[src/rtl/debounce_pkg.sv]
// Shared types and constants for the multi-channel debounce scheduler.
package debounce_pkg;

   typedef enum logic {
      IDLE = 1'b0,
      SCAN = 1'b1
   } scan_state_t;

   // Width of the per-channel stability counter.
   localparam int CNT_W = 4;

   // Width of a channel index: at least one bit, even for a single channel.
   function automatic int cw_of(input int n);
      return (n <= 2) ? 1 : $clog2(n);
   endfunction

endpackage

[src/rtl/debounce_scheduler_rr_event_arbiter.sv]
// Round-robin selector over the pending-event vector. Purely combinational;
// the search start pointer lives in the caller and is advanced past each grant.
module rr_event_arbiter
   import debounce_pkg::*;
#(
   parameter int  CHANNELS = 4,
   localparam int CW       = cw_of(CHANNELS)
) (
   input  logic [CHANNELS-1:0] pend,
   input  logic [CW-1:0]       search_from,
   input  logic                grant_en,
   output logic [CW-1:0]       grant_idx,
   output logic                found
);

   // First pending channel at or after search_from, wrapping modulo CHANNELS.
   always_comb begin
      int c;
      c         = 0;
      grant_idx = '0;
      found     = 1'b0;
      for (int k = 0; k < CHANNELS; k++) begin
         c = (int'(search_from) + k) % CHANNELS;
         if (!found && grant_en && pend[CW'(c)]) begin
            found     = 1'b1;
            grant_idx = CW'(c);
         end
      end
   end

endmodule

[src/rtl/debounce_scheduler.sv]
// Multi-channel debouncer: one shared tick divider and one shared stability
// check, time-multiplexed over all channels. Level changes become per-channel
// pending events that are handed out round-robin on a valid/ready port.
module debounce_scheduler
   import debounce_pkg::*;
#(
   parameter int  CHANNELS     = 4,
   parameter int  DIVIDER      = 10,
   parameter int  STABLE_TICKS = 3,
   localparam int CW           = cw_of(CHANNELS)
) (
   input  logic                clk_in,
   input  logic                reset_n,
   input  logic [CHANNELS-1:0] signal_in,
   output logic [CHANNELS-1:0] level_out,
   output logic                tick_out,
   output logic                event_valid,
   input  logic                event_ready,
   output logic [CW-1:0]       event_chan,
   output logic                event_rise,
   output logic                overrun_out
);

   localparam int DIV_W = $clog2(DIVIDER);

   // A scan takes CHANNELS cycles and must finish before the next tick.
   if (DIVIDER < CHANNELS + 1) begin : g_bad_divider
      $error("debounce_scheduler: DIVIDER must be at least CHANNELS+1");
   end
   if (CHANNELS < 1 || CHANNELS > 16) begin : g_bad_channels
      $error("debounce_scheduler: CHANNELS must be in 1..16");
   end
   if (STABLE_TICKS < 1 || STABLE_TICKS > 15) begin : g_bad_stable
      $error("debounce_scheduler: STABLE_TICKS must be in 1..15");
   end

   logic [DIV_W-1:0]    div_cnt;
   logic                tick;
   logic [CHANNELS-1:0] sync_p0;
   logic [CHANNELS-1:0] sync_p1;
   scan_state_t         state;
   scan_state_t         state_nxt;
   logic [CW-1:0]       idx;
   logic [CW-1:0]       idx_nxt;
   logic [CNT_W-1:0]    cnt [CHANNELS];
   logic [CHANNELS-1:0] level;
   logic [CHANNELS-1:0] pend;
   logic [CHANNELS-1:0] dir;
   logic [CW-1:0]       rr_ptr;
   logic                load_en;
   logic                found;
   logic [CW-1:0]       grant_idx;
   logic                scan_en;
   logic                differs;
   logic                flip;
   logic [CNT_W-1:0]    cnt_inc;
   logic [CHANNELS-1:0] set_vec;
   logic [CHANNELS-1:0] clr_vec;

   assign tick      = (div_cnt == DIV_W'(DIVIDER - 1));
   assign tick_out  = tick;
   assign level_out = level;

   // Free-running scan divider, 0..DIVIDER-1.
   always_ff @(posedge clk_in or negedge reset_n) begin
      if (!reset_n)  div_cnt <= '0;
      else if (tick) div_cnt <= '0;
      else           div_cnt <= div_cnt + 1'b1;
   end

   // Two-flop synchroniser for the raw pins.
   always_ff @(posedge clk_in or negedge reset_n) begin
      if (!reset_n) begin
         sync_p0 <= '0;
         sync_p1 <= '0;
      end else begin
         sync_p0 <= signal_in;
         sync_p1 <= sync_p0;
      end
   end

   // Scan FSM state and channel index registers.
   always_ff @(posedge clk_in or negedge reset_n) begin
      if (!reset_n) begin
         state <= IDLE;
         idx   <= '0;
      end else begin
         state <= state_nxt;
         idx   <= idx_nxt;
      end
   end

   // Scan FSM next state: a tick starts a sweep of one channel per cycle.
   always_comb begin
      state_nxt = state;
      idx_nxt   = idx;
      case (state)
         IDLE: begin
            if (tick) begin
               state_nxt = SCAN;
               idx_nxt   = '0;
            end
         end
         SCAN: begin
            if (idx == CW'(CHANNELS - 1)) begin
               state_nxt = IDLE;
               idx_nxt   = '0;
            end else begin
               idx_nxt = idx + 1'b1;
            end
         end
         default: begin
            state_nxt = IDLE;
            idx_nxt   = '0;
         end
      endcase
   end

   // Shared stability check for the channel under scan, plus set/clear masks.
   always_comb begin
      scan_en = (state == SCAN);
      differs = (sync_p1[idx] != level[idx]);
      cnt_inc = cnt[idx] + 1'b1;
      flip    = scan_en && differs && (cnt_inc == CNT_W'(STABLE_TICKS));
      set_vec = '0;
      clr_vec = '0;
      if (flip)  set_vec[idx]       = 1'b1;
      if (found) clr_vec[grant_idx] = 1'b1;
   end

   // Per-channel stability counters and debounced levels.
   always_ff @(posedge clk_in or negedge reset_n) begin
      if (!reset_n) begin
         for (int i = 0; i < CHANNELS; i++) cnt[i] <= '0;
         level <= '0;
      end else if (scan_en) begin
         if (!differs) begin
            cnt[idx] <= '0;
         end else if (cnt_inc == CNT_W'(STABLE_TICKS)) begin
            level[idx] <= sync_p1[idx];
            cnt[idx]   <= '0;
         end else begin
            cnt[idx] <= cnt_inc;
         end
      end
   end

   // Pending events: a new flip wins over a same-cycle grant of that channel;
   // a flip on a still-pending, ungranted channel is an overrun.
   always_ff @(posedge clk_in or negedge reset_n) begin
      if (!reset_n) begin
         pend        <= '0;
         dir         <= '0;
         overrun_out <= 1'b0;
      end else begin
         pend <= (pend & ~clr_vec) | set_vec;
         if (flip) dir[idx] <= sync_p1[idx];
         if (flip && pend[idx] && !clr_vec[idx]) overrun_out <= 1'b1;
      end
   end

   assign load_en = !event_valid || event_ready;

   rr_event_arbiter #(
      .CHANNELS (CHANNELS)
   ) u_arb (
      .pend        (pend),
      .search_from (rr_ptr),
      .grant_en    (load_en),
      .grant_idx   (grant_idx),
      .found       (found)
   );

   // Event output register; rr_ptr holds where the next search begins.
   always_ff @(posedge clk_in or negedge reset_n) begin
      if (!reset_n) begin
         event_valid <= 1'b0;
         event_chan  <= '0;
         event_rise  <= 1'b0;
         rr_ptr      <= '0;
      end else if (load_en) begin
         if (found) begin
            event_valid <= 1'b1;
            event_chan  <= grant_idx;
            event_rise  <= dir[grant_idx];
            rr_ptr      <= (grant_idx == CW'(CHANNELS - 1)) ? '0 : grant_idx + 1'b1;
         end else begin
            event_valid <= 1'b0;
         end
      end
   end

endmodule

[config.mk]
export PLATFORM = sky130hd
export DESIGN_NAME = debounce_scheduler
export DESIGN_NICKNAME = d
export VERILOG_FILES = /design/src/rtl/debounce_pkg.sv /design/src/rtl/debounce_scheduler_rr_event_arbiter.sv /design/src/rtl/debounce_scheduler.sv
export SDC_FILE = /design/constraint.sdc
export NUM_CORES = 1
export LEC_CHECK = 0
export BUFFER_PORTS_ARGS = -buffer_cell sky130_fd_sc_hd__buf_2
export CAP_MARGIN = 20
export CORE_ASPECT_RATIO = 0.6
export CORE_MARGIN = 5
export CORE_UTILIZATION = 53
export DETAILED_ROUTE_END_ITERATION = 8
export PLACE_DENSITY = 0.85
export SYNTH_ARGS = -nofsm -noshare
export SYNTH_HDL_FRONTEND = slang
export SYNTH_SLANG_ARGS = --single-unit
export TNS_END_PERCENT = 50
[constraint.sdc]
create_clock -name clk_in -period 2.2 [get_ports clk_in]
set_input_delay 0.11 -clock clk_in [delete_from_list [all_inputs] [get_ports clk_in]]
set_output_delay 0.11 -clock clk_in [all_outputs]
set_load 0.01 [all_outputs]
==> flow_metrics.py, run 1 <==
metrics = {
    "routing": {
        "drt_iter0_markers": 151,
        "via_count": 1931,
        "ant_nets": 0,
        "wl_um": 5879,
        "via_per_inst": 5.565,
        "wl_per_cell_um": 16.94,
        "drc": 0,
        "first_pass_iters": 4,
    },
    "yosys": {
        "async_flop_share_pct": 100.0,
        "ys_seq_area_share_pct": 47.50,
        "synth_top_family_by_area": "compound AO/OA/AOI/OAI gates",
        "synth_cells": 217,
        "synth_fa_ha_area_share_pct": 5.163,
        "synth_nets": 234,
        "synth_xor_area_share_pct": 2.530,
        "yosysWarnings": 0,
        "yosys.area_share.simple_pct": 14.20,
        "syn_avg_cell_area_um2": 11.17,
        "muxShareOfSynthArea_pct": 12.44,
        "yosys_most_used_dff": "dfrtp_1",
        "yosysUniqueCellTypes": 44,
        "synth_edf_count": 0,
        "syn_area_um2": 2424,
        "synth_compound_area_share_pct": 14.71,
        "ys_ff_latch": 46,
    },
    "clock_tree": {
        "clk_path_buf_depth": 2,
        "clk_latency_ns": 0.30,
        "cts_root_buf": "clkbuf_8",
        "htree_levels": 2,
        "cts_sinks": 46,
        "cts_tree": "done",
        "clk_pin_slew_ns": 0.08,
        "cts_made_buffers": 5,
    },
    "place": {
        "place_congestion": 0.8907,
        "dp.final_hpwl_um": 4246,
        "numPortBuffers": 16,
        "pre_cts_slack_ns": -0.1553,
        "dp.cells": 322,
        "placed_area_um2": 2821,
    },
    "layout": {
        "final_area_um2": 3159,
        "final_cell_mix": "nand2_1 (44), dfrtp_1 (43), buf_4 (40)",
        "fill_cells": 294,
        "syn_to_final_growth_pct": 30.36,
        "n_antenna_cell": 0,
        "final_cells": 347,
        "final_util_pct": 70.31,
        "drive_gt1_share_pct": 36.97,
        "final_common_cell": "nand2_1",
        "fin_nets": 300,
    },
    "pwr": {
        "p_int_mw": 1.759,
        "power_switching_mw": 0.8949,
        "power.density_nw_per_um2": 840.0,
        "leakage_nw": 1.456,
        "swShare_pct": 33.72,
        "ir_drop_uv": 551.1,
        "power_mw": 2.654,
        "pwr-share-clk_pct": 23.6,
        "p_comb_share_pct": 37.1,
        "p_seq_share_pct": 39.3,
    },
    "floorplanning": {
        "die_area_um2": 6070,
        "std_cell_rows": 19,
        "die_w_um": 97.30,
        "die_y_um": 62.38,
        "core_um2": 4493,
        "pin_count": 17,
        "start_util_pct": 53.94,
    },
    "critical_path": {
        "arrival_ns": 2.63,
        "worstSetupPathType": "reg -> reg",
        "crit_path_start_kind": "flip-flop",
        "cp_max_fo": 5,
        "required_ns": 2.39,
        "end_kind": "flip-flop",
    },
    "grt": {
        "grt.overflow.total": 0,
        "grt_pass1_wl_um": 9922,
        "antenna_found_initial": 0,
        "track_usage_pct": 20.75,
        "grt_pass1_vias": 1964,
        "grt_max_degree": 31,
    },
    "run_status": {
        "status": "finished with violations",
        "failed_checks": "setup timing",
    },
    "worst_hold_path": {
        "hold_class": "in -> async",
    },
    "sta": {
        "fin_crit_ns": 2.442,
        "worst_pin_slew_ns": 0.4685,
        "grt_setup_unrepaired": "true",
        "clock_skew_ns": 0.008155,
        "hold_viol": 0,
        "setup_violations": 17,
        "maxSlewHeadroom_pct": 68.70,
        "holdWs_ns": 0.2331,
        "slew_viol_final": 0,
        "tns_ns": -1.713,
        "min_period_over_period_pct": 111.0,
        "setup_ws_ns": -0.2424,
        "max_freq_mhz": 409.4,
    },
    "job": {
        "max_cap_viol_count": 0,
    },
}
[power groups by stage]
stage	combinational [mW]	sequential (mW)	clock [mW]
final	0.984	1.04	0.626
after global routing	1.08	1.06	0.675
after CTS	0.920	1.04	0.634
after detailed placement	0.873	1.06	0
after global placement	0.826	1.05	0
after floorplan	0.554	1.05	0
[timing repair]
item / CTS / global route
buffers inserted: 9 / 4
setup endpoints to repair: 13 / 17
pin swaps: 8 / 7
resized for setup: 12 / 10
hold endpoints to repair: 20 / 0
hold buffers: 5 / 0
[Yosys cell counts (all sizes together) (3+ instances only)]
master | number | share of area [%]
a211oi | 3 | 1.4
nor2 | 7 | 1.1
buf | 3 | 1.1
clkbuf | 4 | 0.62
nand2b | 6 | 1.5
nand3 | 6 | 1.2
inv | 11 | 1.7
ha | 10 | 5.2
mux2 | 8 | 3.7
dfrtp | 46 | 47
nor2b | 3 | 0.77
a21oi | 4 | 0.83
xnor2 | 4 | 2.5
o31ai | 10 | 3.1
o21ai | 10 | 2.1
o21bai | 6 | 1.9
nand2 | 46 | 7.1
mux4 | 8 | 7.9
[area by class of cell]
| type | count | area (µm²) | share of cell area (%) |
|---|---|---|---|
| clock buffer | 6 | 72.57 | 2.297 |
| clock inverter | 2 | 37.54 | 1.188 |
| inverter | 11 | 41.29 | 1.307 |
| multi-input combinational | 153 | 1287 | 40.75 |
| sequential | 46 | 1155 | 36.55 |
| tap | 63 | 78.83 | 2.495 |
| timing repair buffer | 66 | 486.7 | 15.41 |
[cell families after synthesis]
family,count (synthesis)
simple gates,75
flops,46
xor+xnor,4
mux,18
buf+inv,18
fa+ha+maj,10
compound gates,46
[registers in the layout (all words and copies together) (netlist names)]
name and flops:
cnt 16, div_cnt 4, level_out 4, pend 4, sync_p0 4, sync_p1 4
event_chan 2, idx 2, rr_ptr 2, event_rise 1, event_valid 1, overrun_out 1
scan_en 1
[path summary, 6_finish.rpt]
| check | startpoint | end | slack [ns] | cells after the start |
|---|---|---|---|---|
| min in group clk_in | event_ready | event_valid$_DFFE_PN0P_ | 0.23 | 3 |
| setup reg to reg | idx[0]$_DFFE_PN0P_ | level_out[1]$_DFFE_PN0P_ | -0.24 | 7 |
| setup / recovery | idx[0]$_DFFE_PN0P_ | level_out[1]$_DFFE_PN0P_ | -0.24 | 7 |
| hold / removal | reset_n | div_cnt[3]$_DFF_PN0_ | 0.23 | 2 |
| hold reg to reg | sync_p0[0]$_DFF_PN0_ | sync_p1[0]$_DFF_PN0_ | 0.35 | 0 |
| max in group asynchronous | reset_n | rr_ptr[1]$_DFFE_PN0P_ | 1.25 | 3 |
[routing by layer]
layer,vias up,routed length (µm),share of wire (%),global-route usage [%]
li1,900,-,-,-
met1,954,2579,44,27.98
met2,68,2812,48,33.93
met3,9,422,7.2,5.128
met4,0,65,1.1,5.354
met5,-,0,0,0
[critical path, stage by stage (launching register included)]
cell,delay [ns]
dfrtp_1,0.39
buf_4,0.14
buf_6,0.11
mux4_2,0.56
nand2b_4,0.18
nor4_4,0.44
o21bai_1,0.18
mux2_4,0.32
No activity file was read; power rests on OpenSTA's default activity.
==> run 2, diff against run 1 <==
PLACE_DENSITY = 0.82   (was 0.85)
SYNTH_HIERARCHICAL = 1   (was not set)
clock period = 2.5 ns   (was 2.2 ns; I/O delays follow)
==> flow_metrics.py, run 2 <==
metrics = {
    "run_status": {
        "status": "finished, final reports clean",
    },
    "sta": {
        "worst_pin_slew_ns": 0.3950,
        "slew_viol_final": 0,
        "min_period_over_period_pct": 97.24,
        "max_freq_mhz": 411.3,
        "grt_setup_unrepaired": "true",
        "setup_violations": 0,
        "holdWs_ns": 0.2729,
        "fin_crit_ns": 2.431,
        "clock_skew_ns": 0.005253,
        "maxSlewHeadroom_pct": 73.67,
        "tns_ns": 0,
        "hold_viol": 0,
        "setup_ws_ns": 0.06890,
    },
    "clock_tree": {
        "cts_root_buf": "clkbuf_8",
        "cts_tree": "done",
        "cts_sinks": 46,
        "clk_pin_slew_ns": 0.08,
        "cts_made_buffers": 5,
        "clk_latency_ns": 0.30,
        "clk_path_buf_depth": 2,
        "htree_levels": 2,
    },
    "layout": {
        "final_util_pct": 64.62,
        "final_cell_mix": "nand2_1 (40), dfrtp_1 (39), mux2_2 (18)",
        "fin_nets": 276,
        "final_common_cell": "nand2_1",
        "final_area_um2": 2980,
        "drive_gt1_share_pct": 33.08,
        "syn_to_final_growth_pct": 16.76,
        "final_cells": 323,
        "largest_reg_flops": 16,
        "n_antenna_cell": 0,
        "largest_register": "cnt",
    },
    "yosys": {
        "synth_cells": 224,
        "ys_ff_latch": 46,
        "synth_top_family_by_area": "multiplexers",
        "synth_most_common_cell": "dfrtp_1",
        "async_flop_share_pct": 100.0,
        "syn_area_um2": 2552,
        "synth_edf_count": 0,
        "yosysUniqueCellTypes": 45,
        "synth_area_leader_cell": "dfrtp_1",
        "synth.area.top_cells": "dfrtp_1 (45%), mux2_2 (8.4%), nand2_1 (5.9%)",
        "synth_commonest_cells": "dfrtp_1 (46), nand2_1 (40), mux2_2 (19)",
        "synth_fa_ha_area_share_pct": 4.902,
        "synth_xor_area_share_pct": 2.402,
        "ys_seq_area_share_pct": 45.10,
        "yosys.area.top_type_share_pct": 45.10,
        "syn_avg_cell_area_um2": 11.39,
        "synth_compound_area_share_pct": 12.16,
        "yosysWarnings": 6,
        "yosys_most_used_dff": "dfrtp_1",
        "yosys.area_share.simple_pct": 13.38,
        "synth_nets": 241,
        "muxShareOfSynthArea_pct": 16.81,
    },
    "pwr": {
        "p_int_mw": 1.724,
        "p_comb_share_pct": 45.0,
        "power_mw": 2.704,
        "pwr-share-clk_pct": 19.2,
        "p_seq_share_pct": 35.8,
        "power.density_nw_per_um2": 907.1,
        "ir_drop_uv": 995.1,
        "leakage_nw": 1.318,
        "swShare_pct": 36.22,
        "power_switching_mw": 0.9793,
    },
    "place": {
        "pre_cts_slack_ns": -0.06092,
        "placed_area_um2": 2698,
        "dp.cells": 303,
        "dp.final_hpwl_um": 3656,
        "place_congestion": 0.8825,
        "numPortBuffers": 16,
    },
    "critical_path": {
        "worstPathCellList": "buf_4 > buf_4 > nand2_1 > o221ai_2 > nor2_1 > o31a_1 > buf_4 > ha_1 > mux2_2 > a21oi_1 > a21oi_1 > o21bai_1",
        "crit_buf_inv": 3,
        "required_ns": 2.73,
        "reg2reg_from": "rr_ptr[1]$_DFFE_PN0P_",
        "crit_top_cell": "buf_4",
        "arrival_ns": 2.66,
        "max_stage_delay_ns": 0.41,
        "crit_path_start_kind": "flip-flop",
        "reg2reg_depth": 12,
        "end_kind": "flip-flop",
        "cp_top_family": "compound AO/OA/AOI/OAI gates",
        "cp_slowest_cell": "dfrtp_2",
        "timing.reg2reg.setup_slack_ns": 0.07,
        "reg2reg_to": "overrun_out$_DFFE_PN0P_",
        "cp_max_fo": 6,
        "worstSetupPathType": "reg -> reg",
    },
    "grt": {
        "track_usage_pct": 17.66,
        "antenna_found_initial": 0,
        "grt.overflow.total": 0,
        "grt_pass1_wl_um": 8811,
        "grt_pass1_vias": 1779,
        "grt_max_degree": 47,
    },
    "floorplanning": {
        "pin_count": 17,
        "die_area_um2": 6349,
        "std_cell_rows": 19,
        "die_y_um": 63.76,
        "start_util_pct": 55.34,
        "core_um2": 4612,
        "die_w_um": 99.59,
    },
    "worst_hold_path": {
        "hold_class": "in -> async",
    },
    "routing": {
        "ant_nets": 0,
        "via_per_inst": 5.635,
        "wl_um": 5290,
        "drt_iter0_markers": 112,
        "via_count": 1820,
        "wl_per_cell_um": 16.38,
        "drc": 0,
        "first_pass_iters": 5,
    },
    "job": {
        "max_cap_viol_count": 0,
    },
}
run 2: changes by cell type after synthesis, moves of 3 or more:
cell | before | now
mux2_2 | 3 | 19
nor3b_1 | 1 | 5
nand3_1 | 6 | 2
o21ai_1 | 4 | 0
mux2i_1 | 2 | 5
xnor2_1 | 2 | 7
mux2_1 | 5 | 0
nand2_1 | 46 | 40
buf_6 | 2 | 5
o21bai_1 | 6 | 1
run 2: final cells by class:
type	count	area, µm²
clock buffer	8	110.1
sequential	46	1160
fill	361	1632
multi-input combinational	157	1316
tap	63	78.83
inverter	10	37.54
timing repair buffer	39	277.8
run 2: timing repair:
item	in CTS	in global routing
setup buffers	0	6
hold buffers	4	1
gates resized for setup	1	14
pin swaps	0	1
endpoints found under the setup margin	1	9
endpoints found under the hold margin	4	16
run 2: how the worst max path moves through the flow:
stage / start / endpoint / depth (start not counted)
2_1_floorplan: pend[1]$_DFF_PN0_ / overrun_out$_DFFE_PN0P_ / 11
3_3_place_gp: rr_ptr[1]$_DFFE_PN0P_ / overrun_out$_DFFE_PN0P_ / 10
3_5_place_dp: rr_ptr[1]$_DFFE_PN0P_ / overrun_out$_DFFE_PN0P_ / 11
4_1_cts: pend[0]$_DFF_PN0_ / overrun_out$_DFFE_PN0P_ / 11
5_1_grt: rr_ptr[1]$_DFFE_PN0P_ / overrun_out$_DFFE_PN0P_ / 12
6_report: rr_ptr[1]$_DFFE_PN0P_ / overrun_out$_DFFE_PN0P_ / 12
run 2: cell families after synthesis:
group / count (synthesis)
simple gates: 70
flops: 46
compound gates: 39
mux: 31
buf+inv: 21
fa+ha+maj: 10
xor+xnor: 7
run 2: per-layer routing:
metal	routed length, µm	track usage, %	vias up	share of wire (%)
met5	0	0	-	0
met4	32	4.429	0	0.60
met3	299	4.674	3	5.7
met2	2259	24.25	52	43
met1	2697	27.63	888	51
li1	-	-	877	-
run 2: power groups by stage:
stage / sequential (mW) / clock, mW / combinational [mW]
3_5_place_dp: 0.992 / 0 / 1.00
2_1_floorplan: 0.924 / 0 / 0.816
4_1_cts: 0.980 / 0.531 / 1.02
5_1_grt: 0.986 / 0.562 / 1.33
6_report: 0.968 / 0.519 / 1.22
3_3_place_gp: 0.985 / 0 / 0.962
